===== src/rtl/keccak_share_compress.sv =====
// Two-stage share compression for a masked Keccak chi: register the (d+1)^2 expanded
// shares of each lane bit, then XOR each row i down to one share in a second register.
module keccak_share_compress #(
  parameter int d = 3
) (
  input  logic                 clk,
  input  logic                 rst_i,
  input  logic [(d+1)**2-1:0]  ap,
  input  logic [(d+1)**2-1:0]  bp,
  input  logic [(d+1)**2-1:0]  cp,
  input  logic [(d+1)**2-1:0]  dp,
  input  logic [(d+1)**2-1:0]  ep,
  input  logic                 in_valid,
  output logic                 in_ready,
  output logic [d:0]           ao,
  output logic [d:0]           bo,
  output logic [d:0]           co,
  output logic [d:0]           do_,
  output logic [d:0]           eo,
  output logic                 out_valid,
  input  logic                 out_ready
);

  localparam int N  = d + 1;
  localparam int NS = N * N;

  // Handshake: a transfer happens on a port in any cycle where valid && ready are both
  // high at the rising clock edge; valid never depends on ready.
  logic [4:0][NS-1:0] s_q, s_d;
  logic [4:0][N-1:0]  o_q, o_d;
  logic [4:0][N-1:0]  comp;
  logic               v1_q, v1_d;
  logic               v2_q, v2_d;
  logic               accept;
  logic               xfer;

  // Each output share only mixes shares of the same row i, read from the glitch barrier S.
  always_comb begin
    comp = '0;
    for (int b = 0; b < 5; b++) begin
      for (int i = 0; i < N; i++) begin
        comp[b][i] = ^s_q[b][i*N +: N];
      end
    end
  end

  always_comb begin
    in_ready = !v1_q || !v2_q || out_ready;
    accept   = in_valid && in_ready;
    xfer     = v1_q && (!v2_q || out_ready);
    s_d      = s_q;
    o_d      = o_q;
    v1_d     = v1_q;
    v2_d     = v2_q;
    if (accept) begin
      s_d = {ep, dp, cp, bp, ap};
    end
    if (xfer) begin
      o_d  = comp;
      v2_d = 1'b1;
    end else if (out_ready) begin
      v2_d = 1'b0;
    end
    if (accept) begin
      v1_d = 1'b1;
    end else if (xfer) begin
      v1_d = 1'b0;
    end
  end

  always_ff @(posedge clk or posedge rst_i) begin
    if (rst_i) begin
      s_q  <= '0;
      o_q  <= '0;
      v1_q <= 1'b0;
      v2_q <= 1'b0;
    end else begin
      s_q  <= s_d;
      o_q  <= o_d;
      v1_q <= v1_d;
      v2_q <= v2_d;
    end
  end

  assign ao        = o_q[0];
  assign bo        = o_q[1];
  assign co        = o_q[2];
  assign do_       = o_q[3];
  assign eo        = o_q[4];
  assign out_valid = v2_q;

endmodule


===== config.mk =====
export PLATFORM = sky130hd
export DESIGN_NAME = keccak_share_compress
export DESIGN_NICKNAME = d
export VERILOG_FILES = /design/src/rtl/keccak_share_compress.sv
export SDC_FILE = /design/constraint.sdc
export NUM_CORES = 1
export LEC_CHECK = 0
export BUFFER_PORTS_ARGS = -buffer_cell sky130_fd_sc_hd__buf_2
export CAP_MARGIN = 20
export CORE_AREA = 2 2 99 101
export CTS_CLUSTER_DIAMETER = 100
export DETAILED_ROUTE_END_ITERATION = 7
export DIE_AREA = 0 0 101 103
export PLACE_DENSITY = 0.76
export SYNTH_ARGS = -nofsm -noshare
export SYNTH_HDL_FRONTEND = slang
export SYNTH_SLANG_ARGS = --single-unit

===== constraint.sdc =====
create_clock -name clk -period 2.7 [get_ports clk]
set_input_delay 0.135 -clock clk [delete_from_list [all_inputs] [get_ports clk]]
set_output_delay 0.135 -clock clk [all_outputs]
set_load 0.01 [all_outputs]

* Yosys cells after proc, flatten, opt, wreduce, memory -nomap -nowiden
Cells that the tools add are included.
Word-level totals: input port bits 84, register bits 102, logic and storage cells 45
Cells by class: reduce and logical (&&, ||, !) cells 29, mux-type cells 4
Operators by type and width (count):
- 4-bit XOR reduction | 20
- 1-bit 2-to-1 mux | 4
- 2-bit nonzero test | 2
- 1-bit logical OR | 3
- 1-bit logical AND | 2
- 1-bit logical NOT | 2

* Logic depth before layout (Yosys ltp)
word-level depth 5, depth in mapped cells 4, gate-level depth less buffers 3

* Worst setup path after synthesis
Ideal clock, no wire load.
kind register -> register, start point register v2_q (netlist: out_valid), end point register s_q[10] (netlist name), arrival 1168 ps, period minus slack after synthesis 1293 ps, path slack 1407 ps, setup time 125 ps, cell stages (with the launch flop) 5, path through dfrtp_1 > nand3b_4 > nand2_8 > buf_6 > mux2_4
Between the ends: cells in the longest elaborated chain, start to end 4
RTL lines:
- start: declaration | line 33 | logic v2_q, v2_d;
- start signal: assignment | line 81 | v2_q <= v2_d;
- 1-bit logical NOT | line 48 | in_ready = !v1_q || !v2_q || out_ready;
- 1-bit logical OR (2 in series) | line 48
- net in_ready | line 14 | output logic in_ready,
- 1-bit logical AND | line 49 | accept = in_valid && in_ready;
- end signal: assignment | line 73 | s_q <= '0;
- end signal: assignment | line 78 | s_q <= s_d;
- end: declaration | line 29 | logic [4:0][NS-1:0] s_q, s_d;
The timed path passes the listed nets, and every way through them passes these cells. A chain may end at the register's enable or synchronous reset.

* Final worst setup path
start point register v2_q (netlist: out_valid), end point register o_q, in the netlist eo[1]
Between the ends: cells in the longest elaborated chain, start to end 3
RTL lines:
- 1-bit logical NOT | line 50 | xfer = v1_q && (!v2_q || out_ready);
- 1-bit logical OR | line 50
- 1-bit logical AND | line 50
- end signal: assignment | line 74 | o_q <= '0;
- end signal: assignment | line 79 | o_q <= o_d;
- end: declaration | line 30 | logic [4:0][N-1:0] o_q, o_d;
No other way between the ends.

==> results.txt <==
Run status -> complete, no violations
Setup skew after layout -> 0.0162 ns
Via total after detailed routing -> 2,721
Net Sw Power -> 0.00118 W
Most frequent cell after synthesis -> sky130_fd_sc_hd__dfrtp_1
Data arrival time of the worst path -> 1.85 ns
Placeable core region -> 0.00946 mm²
Post-synthesis instance area -> 0.00441 mm²
Syn Area/Cell -> 15.8 µm²
Die Y -> 103 µm
Combinational family with the most area after synthesis -> multiplexers
Antenna violations before repair -> 0
Final Max Tran Viols -> 0
DRC violations left -> 0
Flops & latches, synth -> 102
Cell type contributing the most total cell area after synthesis -> sky130_fd_sc_hd__dfrtp_1
Die outline width -> 101 µm
Static leakage power -> 2.63 nW
Sequential-to-total area share from yosys stat -> 57.8%
Critical R2R Launch -> out_valid
Root buf cell -> sky130_fd_sc_hd__clkbuf_8
Multiplexer share of the synthesized area -> 26.4%
Data required time of the worst path -> 2.94 ns
Post-synthesis net count -> 363
Pin slew with the least headroom to its limit -> 0.661 ns
P_int -> 0.00294 W
Count of flip-flops with a built-in enable after synthesis -> 0
Fraction of final layout cells with drive strength greater than 1 -> 49.2%
Portion of total power attributed to sequential cells -> 50.0%
Crit path launch -> out_valid
Peak VDD IR -> 0.475 mV
Share of flip-flops with an asynchronous set or reset after synthesis -> 100%
Post-route minimum period -> 1.61 ns
Kind of end point of the critical path -> register
Clock transition at the register clock pins on the worst setup and hold paths after CTS -> 0.10 ns
Remaining number of nets flagged by the antenna check after routing -> 0
Per-cell routed wire length -> 14.2 µm
Routability-driven placement congestion ratio -> 0.683
Overall die area -> 0.0104 mm²
Sort of element at the start of the critical path -> register
Routed length on met3 -> 333 µm
Largest net degree at the start of global routing -> 81
Unrepaired setup endpoints after global routing -> no
Number of buffers created by CTS -> 9
Combinational fraction of design power -> 28.8%
Uppermost metal layer occupied by signal nets -> met4
Xor-xnor portion of the synthesized cell area -> 11.9%
Highest fanout seen on the critical path -> 11
Via density per instance -> 4.77
Commonest register cell after synthesis -> sky130_fd_sc_hd__dfrtp_1
Switching Fraction -> 28.6%
Synthesized-area fraction occupied by and/or/nand/nor cells -> 1.45%
Final Hold Fails -> 0
Count of unique library cells instantiated by Yosys -> 13
Fraction of post-synthesis cell area in the top cell type by area -> 57.8%
Worst hold slack after final layout -> 0.00650 ns
Synth-to-Final Area Change -> 32.4%
Initial DRC count -> 42
Final global-route overflow total -> 0
Number of buffers between clock root and the deepest sink -> 2
Power per unit of standard cell area -> 706 mW/mm²
Number of synthesis warnings -> 0
Overall fraction of global-route tracks in use -> 15.6%
Adder-cell share of the synthesized area -> 0%
Initial standard-cell utilization of the core -> 46.7%
Reported max-cap violation count -> 0
Hold path startpoint -> cp[0]
Number of global-route vias before repair -> 2,768
Kind of critical path -> register to register
Fmax -> 622 MHz
Final routed wirelength across all metal layers -> 8130 µm
Later-pin clock latency in the skew report -> 0.36 ns
Number of I/O port buffers -> 105
Finish-stage setup viols -> 0
Met1 wire length -> 3280 µm
Worst slack, placed -> 1.08 ns
Fillcell total -> 748
Post-synthesis instance total -> 279
Count of standard-cell rows -> 36
Post-detail-place hpwl -> 5270 µm
CTS H-tree depth -> 3
Worst slew margin relative to its limit -> 55.8%
Clock tree sinks -> 102
Setup TNS -> 0 ns
Area fraction in compound gates after synthesis -> 0%
Clk pwr share -> 21.2%
Number of search-and-repair iterations in the first detailed-routing pass -> 4
Wire length of the first global-routing pass -> 12,600 µm
PnR worst setup slack -> 1.09 ns
Ports placed on the boundary -> 106
Worst hold-check path type -> input pin to register
CTS tree -> yes
N_diodes -> 0
Total power of the final layout -> 0.00412 W
Met2 wirelength from detailed routing -> 4390 µm
Leading post-synthesis cells by cell area -> sky130_fd_sc_hd__dfrtp_1 58%, sky130_fd_sc_hd__mux2_2 23%, sky130_fd_sc_hd__xnor2_1 7.9%
Most used standard cells in the synthesized netlist -> 102 x sky130_fd_sc_hd__dfrtp_1, 90 x sky130_fd_sc_hd__mux2_2, 40 x sky130_fd_sc_hd__xnor2_1
Fraction of the cycle the final worst path needs -> 59.5%
Final nets -> 536
## through the flow
step,utilization (%),area (µm²),std cells
floorplan,-,4420,279
global placement,53.2,5030,491
detailed placement,53.2,5030,491
CTS,59.5,5620,549
global route,61.8,5840,571
finish,61.8,5840,571
## critical path: stages (launching register included)
cell and delay (ns):
sky130_fd_sc_hd__dfrtp_1 0.42, sky130_fd_sc_hd__nand2b_1 0.09, sky130_fd_sc_hd__nand2_1 0.43, sky130_fd_sc_hd__buf_12 0.21, sky130_fd_sc_hd__mux2_2 0.34
## registers in the layout, summed over array words and instances, names as in the netlist
register	cells
s_q	80
out_valid	1
bo	4
eo	4
co	4
do_	4
v1_q	1
ao	4
## per-layer routing
metal	global-route usage [%]	vias to the layer above
li1	-	1294
met1	19.2	1354
met2	27.0	62
met3	3.86	11
met4	5.30	0
met5	0	-
## worst paths after layout
| check | endpoint | slack, ns | cells after the start |
|---|---|---|---|
| worst min register to register | do_[1] | 0.51 | 1 |
| min in group asynchronous | s_q[37] | 0.42 | 3 |
| worst max register to register | eo[1] | 1.09 | 4 |
| worst max-delay path | eo[1] | 1.09 | 4 |
| max in group asynchronous | s_q[45] | 1.46 | 4 |
| worst min-delay path | s_q[32] | 0.006 | 2 |
## cells by family (layout without fill, tap and decap cells)
group / after synthesis / in the layout
and+or+nand+nor: 6 / 6
buffers and inverters: 11 / 189
muxes: 100 / 100
DFF: 102 / 102
xor gates and xnor gates: 60 / 60
## area by class of cell
| class | instances | area [µm²] | share of cell area (%) |
|---|---|---|---|
| timing repair buffer | 172 | 1210 | 20.8 |
| sequential | 102 | 2550 | 43.7 |
| multi-input combinational | 166 | 1750 | 30.0 |
| tap | 114 | 143 | 2.44 |
| clock inverter | 4 | 30.0 | 0.514 |
| inverter | 1 | 7.51 | 0.128 |
| clock buffer | 12 | 145 | 2.48 |
## power by group through the flow
stage / registers, W / logic, W / clock network, W
after detailed placement: 0.00210 / 0.00113 / 0
after global routing: 0.00210 / 0.00130 / 0.000960
after CTS: 0.00206 / 0.00118 / 0.000901
after floorplan: 0.00213 / 0.000731 / 0
final: 0.00206 / 0.00119 / 0.000876
after global placement: 0.00208 / 0.00110 / 0
## what timing repair did
| item | in CTS | in global routing |
|---|---|---|
| hold buffers | 42 | 22 |
| buffers inserted | 0 | 0 |
| hold endpoints to repair | 68 | 22 |
| gates resized for setup | 0 | 0 |
## placed cells by master, fill, tap and decap left out, drive strengths merged
cell and instances:
nand2b 2, xor2 20, dfrtp 102, nand3b 1, dlygate4sd3 64, mux2 100
or2b 1, nand2 2, buf 108, clkinvlp 2, inv 2, clkbuf 12
clkinv 1, xnor2 40
(Power assumes the default switching activity.)
